### src/rtl/scarv_cop_palu_ctrl_pkg.sv
// Shared encodings for the packed-ALU sequencer: FSM states and the
// instruction class/subclass/pack-width codes seen on the decode interface.
package scarv_cop_palu_ctrl_pkg;

  typedef enum logic [1:0] {
    ST_IDLE = 2'b00,
    ST_EXEC = 2'b01,
    ST_WB   = 2'b10
  } palu_state_e;

  localparam logic [2:0] CLASS_MOVE         = 3'b001;
  localparam logic [2:0] CLASS_PACKED_ARITH = 3'b010;

  localparam logic [3:0] SUBCL_ADD    = 4'b0001;
  localparam logic [3:0] SUBCL_MV2COP = 4'b0011;
  localparam logic [3:0] SUBCL_CMOV   = 4'b0101;

  localparam logic [2:0] PW_32 = 3'b000;
  localparam logic [2:0] PW_16 = 3'b001;
  localparam logic [2:0] PW_8  = 3'b010;

endpackage

### src/rtl/scarv_cop_palu_ctrl.sv
// Sequencer around the combinational packed ALU: accepts one decoded
// instruction, holds its operands for the PALU, then requests the CPR write port.
module scarv_cop_palu_ctrl
  import scarv_cop_palu_ctrl_pkg::*;
#(
  parameter int EXEC_TIMEOUT = 8,
  parameter int CNT_W        = 32
) (
  input  logic             g_clk,
  input  logic             g_reset,
  input  logic             id_valid,
  output logic             id_ready,
  input  logic [2:0]       id_class,
  input  logic [3:0]       id_subclass,
  input  logic [2:0]       id_pw,
  input  logic [31:0]      id_imm,
  input  logic [3:0]       id_crs1,
  input  logic [3:0]       id_crs2,
  input  logic [3:0]       id_crd,
  input  logic [31:0]      id_gpr_rs1,
  output logic [3:0]       cpr_rs1_addr,
  output logic [3:0]       cpr_rs2_addr,
  output logic [3:0]       cpr_rs3_addr,
  input  logic [31:0]      cpr_rs1_rdata,
  input  logic [31:0]      cpr_rs2_rdata,
  input  logic [31:0]      cpr_rs3_rdata,
  output logic             palu_ivalid,
  input  logic             palu_idone,
  output logic [31:0]      palu_rs1,
  output logic [31:0]      palu_rs2,
  output logic [31:0]      palu_rs3,
  output logic [31:0]      palu_gpr_rs1,
  output logic [31:0]      palu_imm,
  output logic [2:0]       palu_pw,
  output logic [2:0]       palu_class,
  output logic [3:0]       palu_subclass,
  input  logic [3:0]       palu_ben,
  input  logic [31:0]      palu_wdata,
  output logic             wb_req,
  input  logic             wb_gnt,
  output logic [3:0]       wb_addr,
  output logic [3:0]       wb_ben,
  output logic [31:0]      wb_wdata,
  output logic             busy,
  output logic             fault,
  output logic [CNT_W-1:0] insn_count
);

  // Timer only needs to reach EXEC_TIMEOUT-1.
  localparam int TMR_W = (EXEC_TIMEOUT > 1) ? $clog2(EXEC_TIMEOUT) : 1;
  localparam logic [TMR_W-1:0] TMR_LAST = TMR_W'(EXEC_TIMEOUT - 1);

  palu_state_e      state_q, state_d;
  logic [TMR_W-1:0] timer_q, timer_d;
  logic             fault_q, fault_d;
  logic [CNT_W-1:0] count_q, count_d;
  logic [31:0]      rs1_q, rs1_d, rs2_q, rs2_d, rs3_q, rs3_d;
  logic [31:0]      gpr_q, gpr_d, imm_q, imm_d;
  logic [2:0]       pw_q, pw_d, cls_q, cls_d;
  logic [3:0]       sub_q, sub_d, crd_q, crd_d;
  logic [3:0]       ben_q, ben_d;
  logic [31:0]      wdata_q, wdata_d;

  always_ff @(posedge g_clk) begin
    if (g_reset) begin
      state_q <= ST_IDLE;
      timer_q <= '0;
      fault_q <= 1'b0;
      count_q <= '0;
      rs1_q   <= '0;
      rs2_q   <= '0;
      rs3_q   <= '0;
      gpr_q   <= '0;
      imm_q   <= '0;
      pw_q    <= '0;
      cls_q   <= '0;
      sub_q   <= '0;
      crd_q   <= '0;
      ben_q   <= '0;
      wdata_q <= '0;
    end else begin
      state_q <= state_d;
      timer_q <= timer_d;
      fault_q <= fault_d;
      count_q <= count_d;
      rs1_q   <= rs1_d;
      rs2_q   <= rs2_d;
      rs3_q   <= rs3_d;
      gpr_q   <= gpr_d;
      imm_q   <= imm_d;
      pw_q    <= pw_d;
      cls_q   <= cls_d;
      sub_q   <= sub_d;
      crd_q   <= crd_d;
      ben_q   <= ben_d;
      wdata_q <= wdata_d;
    end
  end

  always_comb begin
    state_d = state_q;
    timer_d = timer_q;
    fault_d = 1'b0;
    count_d = count_q;
    rs1_d   = rs1_q;
    rs2_d   = rs2_q;
    rs3_d   = rs3_q;
    gpr_d   = gpr_q;
    imm_d   = imm_q;
    pw_d    = pw_q;
    cls_d   = cls_q;
    sub_d   = sub_q;
    crd_d   = crd_q;
    ben_d   = ben_q;
    wdata_d = wdata_q;
    case (state_q)
      ST_IDLE: begin
        if (id_valid) begin
          rs1_d   = cpr_rs1_rdata;
          rs2_d   = cpr_rs2_rdata;
          rs3_d   = cpr_rs3_rdata;
          gpr_d   = id_gpr_rs1;
          imm_d   = id_imm;
          pw_d    = id_pw;
          cls_d   = id_class;
          sub_d   = id_subclass;
          crd_d   = id_crd;
          timer_d = '0;
          state_d = ST_EXEC;
        end
      end
      ST_EXEC: begin
        if (palu_idone) begin
          ben_d   = palu_ben;
          wdata_d = palu_wdata;
          // A zero byte-enable (failed CMOV) retires without touching the CPRs.
          if (palu_ben != 4'h0) begin
            state_d = ST_WB;
          end else begin
            state_d = ST_IDLE;
            count_d = count_q + CNT_W'(1);
          end
        end else if (timer_q == TMR_LAST) begin
          fault_d = 1'b1;
          state_d = ST_IDLE;
        end else begin
          timer_d = timer_q + TMR_W'(1);
        end
      end
      ST_WB: begin
        if (wb_gnt) begin
          state_d = ST_IDLE;
          count_d = count_q + CNT_W'(1);
        end
      end
      default: state_d = ST_IDLE;
    endcase
  end

  assign id_ready      = (state_q == ST_IDLE);
  assign busy          = (state_q != ST_IDLE);
  assign palu_ivalid   = (state_q == ST_EXEC);
  assign wb_req        = (state_q == ST_WB);
  assign fault         = fault_q;
  assign insn_count    = count_q;

  // Read addresses bypass the pipeline so data arrives in the accept cycle.
  assign cpr_rs1_addr  = id_crs1;
  assign cpr_rs2_addr  = id_crs2;
  assign cpr_rs3_addr  = id_crd;

  assign palu_rs1      = rs1_q;
  assign palu_rs2      = rs2_q;
  assign palu_rs3      = rs3_q;
  assign palu_gpr_rs1  = gpr_q;
  assign palu_imm      = imm_q;
  assign palu_pw       = pw_q;
  assign palu_class    = cls_q;
  assign palu_subclass = sub_q;

  assign wb_addr       = crd_q;
  assign wb_ben        = ben_q;
  assign wb_wdata      = wdata_q;

endmodule

### config.mk
export PLATFORM = sky130hd
export DESIGN_NAME = scarv_cop_palu_ctrl
export DESIGN_NICKNAME = d
export VERILOG_FILES = /design/src/rtl/scarv_cop_palu_ctrl_pkg.sv /design/src/rtl/scarv_cop_palu_ctrl.sv
export SDC_FILE = /design/constraint.sdc
export NUM_CORES = 1
export LEC_CHECK = 0
export CAP_MARGIN = 25
export CORE_AREA = 2 2 190 192
export CTS_CLUSTER_DIAMETER = 30
export DETAILED_ROUTE_END_ITERATION = 6
export DIE_AREA = 0 0 192 194
export GPL_TIMING_DRIVEN = 0
export PLACE_DENSITY_LB_ADDON = 0.05
export SLEW_MARGIN = 10
export SYNTH_ARGS = -nofsm -noshare
export SYNTH_HDL_FRONTEND = slang
export SYNTH_SLANG_ARGS = --single-unit
### constraint.sdc
create_clock -name g_clk -period 2.3 [get_ports g_clk]
set_clock_uncertainty 0.05 [all_clocks]
set_input_delay 0.46 -clock g_clk [delete_from_list [all_inputs] [get_ports g_clk]]
set_output_delay 0.46 -clock g_clk [all_outputs]
set_load 0.02 [all_outputs]
==> impl_metrics.tcl <==
set metrics [dict create \
    status "finished clean" \
    via_per_inst 4.467 \
    cts_tree "done" \
    end_kind "output port" \
    path_max_fanout 2 \
    die_w_um 192 \
    core_um2 35220 \
    place_hpwl_mm 28.48 \
    syn_area_um2 9160 \
    grt_start_max_net_pins 11 \
    max_clock_freq_mhz 444.6 \
    avgRoutedWirePerCell_um 17.18 \
    ios 482 \
    seq_area_um2 4977 \
    drv_cap 0 \
    drt_iter0_drc 376 \
    place_congestion 0.7811 \
    clk_latency_ns 0.55 \
    area_delta_synth_final_pct 85.60 \
    period_share 0.9780 \
    hold_viol_final 0 \
    place_area_um2 14470 \
    slew_headroom 0.5158 \
    dr.pass1.iters 4 \
    clockBufferDepth 3 \
    critical_path_class "in2out" \
    layout_min_cycle_time_ns 2.249 \
    holdBufCountCts 0 \
    p_leak_nw 6.306 \
    tightest_slew_ns 0.7262 \
    port_buffers 473 \
    setup.worst_path.start_class "input port" \
    cts_root_buffer "clkbuf_16" \
    drv_slew 0 \
    p_per_area_nw_per_um2 966.4 \
    num_antenna_cells 0 \
    nNetsFinal 1927 \
    vias 9895 \
    avgSynthCellArea_um2 7.951 \
    synth_cell_types 38 \
    numCtsBuffers 73 \
    ys_warn_count 0 \
    synth-seq-area-share 0.5420 \
    die_h_um 194 \
    drive_gt1_frac 0.09920 \
    wl_mm 38.06 \
    antenna_found_initial 1 \
    syn_inst 1152 \
    rows 69 \
    drc 0 \
    fillers 3437 \
    hold_depth 3 \
    min_from "cpr_rs2_rdata[19]" \
    worstPathArrival_ns 1.74 \
    clkSlewWorstSetupHoldPaths_ns 0.04 \
    initial_core_util 0.2601 \
    cts_sinks 248 \
    die_area_um2 37250 \
    fin_util 0.4827 \
    htreeDepth 3 \
    reg2reg_setup_slack_ns 0.13 \
    multi_input_area_um2 3812 \
    final_cell_area_um2 17000 \
    synth-seq-cells 248 \
    grt_pass1_wl_mm 56.50 \
    peakVddDrop_uv 484.9 \
    rsz0062_at_grt "true" \
    track_usage 0.1980 \
    critPathRequiredTime_ns 1.79 \
    final_common_cell "clkdlybuf4s50_1" \
    setup_viol 0 \
    worstHoldPathType "in2reg" \
    grt_pass1_vias 9741 \
    postRouteAntennaNets 0 \
    syn-num-nets 1378 \
    overflow 0 \
    layout_common_cells "clkdlybuf4s50_1, nand2_1, dfxtp_1" \
    cp-startpoint "id_crd[1]" \
    timing.rr.start "insn_count[2]" \
    r2r_cells 6 \
]
-- logic make-up (layout without fill, tap and decap cells) --
group                    count (synthesis)  in the layout  share of synthesized area
XOR/XNOR                                 1              1                  0.0009563
flip-flops                             248            248                     0.5420
multiplexers                            12             12                    0.01421
buffers and inverters                  102            704                    0.04904
adder cells (fa/ha/maj)                  3              3                   0.004098
AND/OR/NAND/NOR                        528            528                     0.2433
AO/OA/AOI/OAI                          258            258                     0.1464
-- cell type report --
cell class | instances | share of cell area
repair buffers | 474 | 0.2787
clock inverters | 27 | 0.01906
flip-flops and latches | 248 | 0.2928
well taps | 461 | 0.03393
multi-input cells | 802 | 0.2242
inverters | 8 | 0.001766
plain buffers | 94 | 0.02517
clock buffers | 101 | 0.1244
-- state kept, by name (all words and copies together), names as in the netlist --
name,cells
state_q,2
palu_pw,3
palu_class,3
timer_q,3
insn_count,32
palu_subclass,4
palu_rs1,32
palu_rs3,32
palu_gpr_rs1,32
fault,1
wb_addr,4
palu_imm,32
palu_rs2,32
wb_wdata,32
wb_ben,4
-- stage by stage --
| step | hold slack, ns | power, mW | cells | setup WS (ns) | setup TNS, ns |
|---|---|---|---|---|---|
| after floorplan | 0.4146 | 5.542 | 1152 | 0.1008 | 0 |
| after global placement | 0.3907 | 6.649 | 2086 | -0.6331 | -118.43 |
| after detailed placement | 0.3957 | 6.654 | 2086 | -0.6848 | -117.86 |
| after CTS | 0.3722 | 16.66 | 2214 | -0.001060 | -0.001060 |
| after global routing | 0.3885 | 17.07 | 2215 | -0.0008558 | -0.0008824 |
| final | 0.3978 | 16.43 | 2215 | 0.05063 | 0 |
-- synth_stat cells (all sizes together) --
cell type / instances / area (um2)
a211oi: 1 / 7.510
a21oi: 234 / 1171
and2: 4 / 25.02
and3b: 2 / 17.52
and4: 2 / 17.52
buf: 25 / 160.2
clkbuf: 69 / 259.0
dfxtp: 248 / 4965
ha: 3 / 37.54
inv: 8 / 30.03
mux2: 8 / 90.09
mux2i: 4 / 40.04
nand2: 431 / 1618
nand2b: 2 / 12.51
nand3: 11 / 55.05
nand4: 9 / 62.56
nor2: 18 / 67.56
nor2b: 9 / 56.30
nor3: 1 / 5.000
nor4: 8 / 56.30
nor4b: 2 / 17.52
o21ai: 6 / 30.03
o22ai: 1 / 12.51
o31ai: 16 / 120.1
or2: 2 / 12.51
or3: 6 / 38.79
or3b: 1 / 8.760
or4: 20 / 157.7
xor2: 1 / 8.760
-- final timing paths --
check                         end
setup / recovery  cpr_rs3_addr[1]
hold / removal       palu_rs2[19]
setup reg to reg   insn_count[29]
hold reg to reg        wb_addr[1]
-- report_power, final --
part	switching (mW)	internal [mW]	leakage (nW)
Combinational	0.989	0.908	3.06
Clock	2.78	7.08	1.21
Sequential	0.121	4.55	2.03
-- per-layer routing --
layer	vias up	routed length (um)	track usage
met5	-	14	0
met4	2	981	0.07831
met3	66	3733	0.08217
met2	366	18600	0.3392
met1	4511	14730	0.2155
li1	4950	-	-
-- what timing repair did --
| action | in CTS | in global routing |
|---|---|---|
| setup endpoints to repair | 126 | 135 |
| buffers inserted | 0 | 1 |
| gates resized for setup | 15 | 17 |
| pin swaps | 0 | 2 |
| cloned | 0 | 0 |
-- worst max-delay path, cell delays in order --
cell and delay (ns):
clkdlybuf4s50_1 0.54, buf_4 0.14, clkdlybuf4s50_1 0.59
Power figures use the tool's default switching activity.
